<file path="src/rtl/reg_arb_pkg.sv">
// reg_arb_pkg: default widths, register count and requester ids shared by the register write arbiter
package reg_arb_pkg;
  localparam int DATA_W_DEF = 8;
  localparam int ADDR_W_DEF = 3;
  localparam int NUM_REGS = 1 << ADDR_W_DEF;
  typedef enum logic {REQ_A = 1'b0, REQ_B = 1'b1} req_id_e;
endpackage

</file>
<file path="src/rtl/reg_write_arbiter_if.sv">
// reg_write_arbiter_if: requester handshakes, reservation, busy query and register bank write port
interface reg_write_arbiter_if #(parameter int DATA_W = 8, parameter int ADDR_W = 3);
  logic a_valid, a_ready, b_valid, b_ready, rsv_valid, qry_busy1, qry_busy2, RegWrite;
  logic [ADDR_W-1:0] a_addr, b_addr, rsv_addr, qry_addr1, qry_addr2, WriteReg;
  logic [DATA_W-1:0] a_data, b_data, Write_data;
  logic [(1<<ADDR_W)-1:0] busy_vec;
  modport master (
    output a_valid, a_addr, a_data, b_valid, b_addr, b_data, rsv_valid, rsv_addr, qry_addr1, qry_addr2,
    input a_ready, b_ready, qry_busy1, qry_busy2, busy_vec, RegWrite, WriteReg, Write_data
  );
  modport slave (
    input a_valid, a_addr, a_data, b_valid, b_addr, b_data, rsv_valid, rsv_addr, qry_addr1, qry_addr2,
    output a_ready, b_ready, qry_busy1, qry_busy2, busy_vec, RegWrite, WriteReg, Write_data
  );
endinterface

</file>
<file path="src/rtl/reg_write_arbiter_rr.sv">
// rr_arbiter2: two-way round-robin grant with a last-grant pointer that moves only on a grant
module rr_arbiter2 import reg_arb_pkg::*; (
  input  logic       clk,
  input  logic       rst,
  input  logic [1:0] req,
  output logic [1:0] grant
);
  req_id_e last_q, last_d;
  always_comb begin
    grant = rst ? 2'b00 : (&req) ? (last_q == REQ_A ? 2'b10 : 2'b01) : req;
    last_d = grant[1] ? REQ_B : grant[0] ? REQ_A : last_q;
  end
  always_ff @(posedge clk or posedge rst)
    if (rst) last_q <= REQ_B;
    else last_q <= last_d;
endmodule

</file>
<file path="src/rtl/reg_write_arbiter.sv">
// reg_write_arbiter: round-robin writeback arbiter with busy scoreboard; REGARB_BUSY_BYPASS_EN clears query busy in the completing cycle
module reg_write_arbiter import reg_arb_pkg::*; #(
  parameter int DATA_W = DATA_W_DEF,
  parameter int ADDR_W = ADDR_W_DEF
) (
  input logic clk,
  input logic rst,
  reg_write_arbiter_if.slave bus
);
  logic [1:0] grant;
  logic xfer;
  logic [ADDR_W-1:0] xfer_addr, write_reg_q, write_reg_d;
  logic [DATA_W-1:0] xfer_data, write_data_q, write_data_d;
  logic reg_write_q, reg_write_d;
  logic [(1<<ADDR_W)-1:0] busy_q, busy_d;
  rr_arbiter2 u_rr (.clk(clk), .rst(rst), .req({bus.b_valid, bus.a_valid}), .grant(grant));
  assign xfer = |grant;
  assign xfer_addr = grant[1] ? bus.b_addr : bus.a_addr;
  assign xfer_data = grant[1] ? bus.b_data : bus.a_data;
  always_comb begin
    reg_write_d = xfer;
    write_reg_d = xfer ? xfer_addr : write_reg_q;
    write_data_d = xfer ? xfer_data : write_data_q;
    busy_d = busy_q;
    if (xfer) busy_d[xfer_addr] = 1'b0;
    if (bus.rsv_valid) busy_d[bus.rsv_addr] = 1'b1;
  end
  always_ff @(posedge clk or posedge rst)
    if (rst) begin
      reg_write_q <= 1'b0;
      write_reg_q <= '0;
      write_data_q <= '0;
      busy_q <= '0;
    end else begin
      reg_write_q <= reg_write_d;
      write_reg_q <= write_reg_d;
      write_data_q <= write_data_d;
      busy_q <= busy_d;
    end
  assign bus.a_ready = grant[0];
  assign bus.b_ready = grant[1];
  assign bus.RegWrite = reg_write_q;
  assign bus.WriteReg = write_reg_q;
  assign bus.Write_data = write_data_q;
  assign bus.busy_vec = busy_q;
`ifdef REGARB_BUSY_BYPASS_EN
  assign bus.qry_busy1 = busy_q[bus.qry_addr1] &
    ~(xfer && xfer_addr == bus.qry_addr1 && !(bus.rsv_valid && bus.rsv_addr == bus.qry_addr1));
  assign bus.qry_busy2 = busy_q[bus.qry_addr2] &
    ~(xfer && xfer_addr == bus.qry_addr2 && !(bus.rsv_valid && bus.rsv_addr == bus.qry_addr2));
`else
  assign bus.qry_busy1 = busy_q[bus.qry_addr1];
  assign bus.qry_busy2 = busy_q[bus.qry_addr2];
`endif
endmodule
</file>
<file path="src/flat_wrapper.sv">
// flat-port wrapper written by rule: the top's interface ports become plain ports
module reg_write_arbiter_flat import reg_arb_pkg::*;
#(
  parameter int DATA_W = DATA_W_DEF,
  parameter int ADDR_W = ADDR_W_DEF
)
  (clk, rst, bus_a_valid, bus_a_addr, bus_a_data, bus_b_valid, bus_b_addr, bus_b_data, bus_rsv_valid, bus_rsv_addr, bus_qry_addr1, bus_qry_addr2, bus_a_ready, bus_b_ready, bus_qry_busy1, bus_qry_busy2, bus_busy_vec, bus_RegWrite, bus_WriteReg, bus_Write_data);
  reg_write_arbiter_if #(.DATA_W(DATA_W), .ADDR_W(ADDR_W)) bus_i ();
  input logic clk;
  input logic rst;
  input wire logic [$bits(bus_i.a_valid)-1:0] bus_a_valid;
  input wire logic [$bits(bus_i.a_addr)-1:0] bus_a_addr;
  input wire logic [$bits(bus_i.a_data)-1:0] bus_a_data;
  input wire logic [$bits(bus_i.b_valid)-1:0] bus_b_valid;
  input wire logic [$bits(bus_i.b_addr)-1:0] bus_b_addr;
  input wire logic [$bits(bus_i.b_data)-1:0] bus_b_data;
  input wire logic [$bits(bus_i.rsv_valid)-1:0] bus_rsv_valid;
  input wire logic [$bits(bus_i.rsv_addr)-1:0] bus_rsv_addr;
  input wire logic [$bits(bus_i.qry_addr1)-1:0] bus_qry_addr1;
  input wire logic [$bits(bus_i.qry_addr2)-1:0] bus_qry_addr2;
  output wire logic [$bits(bus_i.a_ready)-1:0] bus_a_ready;
  output wire logic [$bits(bus_i.b_ready)-1:0] bus_b_ready;
  output wire logic [$bits(bus_i.qry_busy1)-1:0] bus_qry_busy1;
  output wire logic [$bits(bus_i.qry_busy2)-1:0] bus_qry_busy2;
  output wire logic [$bits(bus_i.busy_vec)-1:0] bus_busy_vec;
  output wire logic [$bits(bus_i.RegWrite)-1:0] bus_RegWrite;
  output wire logic [$bits(bus_i.WriteReg)-1:0] bus_WriteReg;
  output wire logic [$bits(bus_i.Write_data)-1:0] bus_Write_data;
  assign bus_i.a_valid = bus_a_valid;
  assign bus_i.a_addr = bus_a_addr;
  assign bus_i.a_data = bus_a_data;
  assign bus_i.b_valid = bus_b_valid;
  assign bus_i.b_addr = bus_b_addr;
  assign bus_i.b_data = bus_b_data;
  assign bus_i.rsv_valid = bus_rsv_valid;
  assign bus_i.rsv_addr = bus_rsv_addr;
  assign bus_i.qry_addr1 = bus_qry_addr1;
  assign bus_i.qry_addr2 = bus_qry_addr2;
  assign bus_a_ready = bus_i.a_ready;
  assign bus_b_ready = bus_i.b_ready;
  assign bus_qry_busy1 = bus_i.qry_busy1;
  assign bus_qry_busy2 = bus_i.qry_busy2;
  assign bus_busy_vec = bus_i.busy_vec;
  assign bus_RegWrite = bus_i.RegWrite;
  assign bus_WriteReg = bus_i.WriteReg;
  assign bus_Write_data = bus_i.Write_data;
  reg_write_arbiter #(.DATA_W(DATA_W), .ADDR_W(ADDR_W)) u_core (.clk(clk), .rst(rst), .bus(bus_i));
endmodule
</file>
<file path="config.mk">
export PLATFORM = sky130hd
export DESIGN_NAME = reg_write_arbiter_flat
export DESIGN_NICKNAME = d
export VERILOG_FILES = /design/src/rtl/reg_arb_pkg.sv /design/src/rtl/reg_write_arbiter_if.sv /design/src/rtl/reg_write_arbiter_rr.sv /design/src/rtl/reg_write_arbiter.sv /design/src/flat_wrapper.sv
export SDC_FILE = /design/constraint.sdc
export NUM_CORES = 1
export LEC_CHECK = 0
export CORE_MARGIN = 4
export CORE_UTILIZATION = 43
export DETAILED_ROUTE_END_ITERATION = 10
export PLACE_DENSITY_LB_ADDON = 0.25
export SYNTH_ARGS = -nofsm -noshare
export SYNTH_HDL_FRONTEND = slang
export SYNTH_SLANG_ARGS = --single-unit
</file>
<file path="constraint.sdc">
create_clock -name clk -period 2.65 [get_ports clk]
set_input_delay 0.3975 -clock clk [delete_from_list [all_inputs] [get_ports clk]]
set_output_delay 0.3975 -clock clk [all_outputs]
set_load 0.03 [all_outputs]
</file>
==> impl_metrics.toml <==
[outcome]
outcome = "finished, final reports clean"

[setup_path]
endpoint_kind = "output port"
r2r_end = "u_core.bus.busy_vec[0]"
arrival_ps = 2060
start_kind = "input port"
r2r-start = "u_core.u_rr.last_q"
slowest_delay_ps = 530
ff2ff_path_depth = 5
crit_required_ps = 2250
startpoint = "bus_qry_addr1[0]"
path_max_fanout = 2
cp_slowest_cell = "clkdlybuf4s50_1"
cp_cell_sequence = "clkdlybuf4s50_1 -> mux4_2 -> mux2_2 -> dlygate4sd2_1"
cp_num_buf_inv = 2
critical_path.top_delay_family = "buffers and inverters"
reg2reg_slack_ps = 1000
crit_type = "input port to output port"

[yosys]
yosysSeqAreaShare_pct = 43.9
syn_area_um2 = 1200
synth_cells = 123
synth_top_cell_by_area = "dfrtp_1"
synth-main-ff-cell = "dfrtp_1"
synth.distinct_cells = 28
ys_ff_latch = 21
yosysTopAreaCellShare_pct = 41.8
synth_warnings = 0
synth_edf_count = 0
syn-num-nets = 159
async_flop_share_pct = 100
synthTopCellsByArea = "dfrtp_1 42%, mux2i_1 9.2%, mux4_2 7.5%, nor2_1 5.9%, nand2_1 4.7%"
syn_area_per_cell_um2 = 9.75

[pwr]
ir_drop_v = 0.000488
leakagePower_nw = 0.756
total_power_mw = 1.08
p_per_area_nw_per_um2 = 582

[cts]
cts_hold_buf = 0
post_cts_buffers = 0
post_cts_resized = 2
cts_buffers = 3
path_clk_slew_ps = 110
clock_path_buffers = 2
htreeDepth = 1
cts_tree = "built"
clock_tree.root_cell = "clkbuf_4"
insertion_delay_ps = 310
numClockSinks = 21

[place]
dp_hpwl_um = 2750
dp.cells = 212
place_ws_ps = -55.5
port-buffer-count = 59
gp_congestion = 0.742

[drt]
drtIter0Drc = 32
first_pass_iters = 4
routedWlPerCell_um = 15.9
drcViolationCount = 0
ant_nets = 0
avgViaCountPerCell = 5.52
routed_wl_um = 3430
vias = 1193

[timing]
fmax_mhz = 408
setup_viol = 0
hold_viol_final = 0
drv_slew = 0
skew_ps = 16.2
setup_slack_ps = 196
post-route-period-util_pct = 92.6
fin_crit_ps = 2450
maxSlewHeadroom_pct = 65.6
worst_pin_slew_ps = 516
rsz0062_at_grt = "no"

[global_routing]
globalRouteTotalUtil_pct = 20.4
grt_pass1_wl_um = 5750
grt_start_max_net_pins = 24
grt-ovfl-total = 0
antenna_found_initial = 0
first_global_vias = 1236

[layout]
insertedDiodeCount = 0
area_growth_syn_to_layout_pct = 54.6
fill_cells = 212
drive_gt1_share_pct = 8.60
layout_common_cells = "57 x clkdlybuf4s50_1, 20 x dfrtp_1, 19 x nor2_1, 15 x nand2_1, 11 x mux2i_1"
layout_commonest_cell = "clkdlybuf4s50_1"
nNetsFinal = 223
fin_cells = 216

[die]
dieArea_um2 = 3700
die_h_um = 60.8
rows = 18
die_x_um = 60.8
initial_utilization_pct = 46.7
ios = 60
coreArea_um2 = 2570

[hold_path]
holdPathStages = 2
min_path_type = "flop to flop"
min_to = "u_core.bus.Write_data[0]"
min-delay-start = "u_core.bus.Write_data[0]"

[flow_run]
drv_cap = 0
==> state kept, by name, indices dropped and copies added, names as in the netlist <==
register / flops
u_core.bus.Write_data: 8
u_core.bus.RegWrite: 1
u_core.u_rr.last_q: 1
u_core.bus.WriteReg: 3
u_core.bus.busy_vec: 8
==> per-layer routing <==
metal | vias to the layer above | global-route usage (%) | routed length [um]
met5 | - | 0 | 0
met4 | 0 | 3.10 | 19
met3 | 2 | 6.38 | 397
met2 | 70 | 35.6 | 1670
met1 | 548 | 25.4 | 1340
li1 | 573 | - | -
==> cell families after synthesis <==
kind of cell	after synthesis	share of synthesized area, %
AND/OR/NAND/NOR	50	19.8
AO/OA/AOI/OAI	28	14.4
flip-flops	21	43.9
multiplexers	17	18.6
buffers and inverters	7	3.24
==> cells in the mapped netlist, types with 2 or more instances <==
library cell  instances
nand2b_1              5
o21ai_0              11
inv_1                 3
nand2_1              15
or4_1                 2
a31oi_1               4
mux2i_1              11
a21oi_1               4
dfrtp_1              20
clkbuf_1              2
o21ai_1               2
nor2_1               19
mux4_2                4
mux2_2                2
nor3_1                6
==> per-stage QoR <==
step           hold WS [ps]  util [%]  instance area (um2)  setup TNS (ps)
2_1_floorplan           396         -                 1200               0
3_3_place_gp            461      71.2                 1830           -31.9
3_5_place_dp            479      71.2                 1830            -100
4_1_cts                 504      72.2                 1850               0
5_1_grt                 557      72.2                 1850               0
6_report                499      72.2                 1850               0
==> worst reg2reg max path: stages (launching register included) <==
cell and delay, ps:
dfstp_2 580, a21bo_4 180, nor2_8 40, buf_4 210, o31ai_1 350, a31oi_1 140
==> report_power, final <==
| part | internal [mW] | total (mW) | switching (mW) |
|---|---|---|---|
| sequential | 0.378 | 0.429 | 0.0516 |
| clock | 0.0586 | 0.157 | 0.0985 |
| combinational | 0.234 | 0.492 | 0.258 |
| total | 0.671 | 1.08 | 0.408 |
==> area by class of cell <==
cell class	count	area, um2	share of cell area [%]
clock buffers	4	26.3	1.42
inverters	3	11.3	0.608
multi-input cells	95	633	34.2
well taps	30	37.5	2.03
flip-flops and latches	21	527	28.4
repair buffers	63	618	33.4
==> worst max-delay path by stage <==
stage | end | slack [ps] | cells past startpoint
finish | bus_qry_busy1 | 200 | 4
global route | bus_qry_busy2 | 130 | 4
CTS | bus_qry_busy2 | 180 | 4
detailed placement | bus_qry_busy2 | -60 | 4
global placement | bus_qry_busy1 | -20 | 4
floorplan | bus_qry_busy1 | 930 | 2
Note: power is estimated with default switching activity, not from simulation.
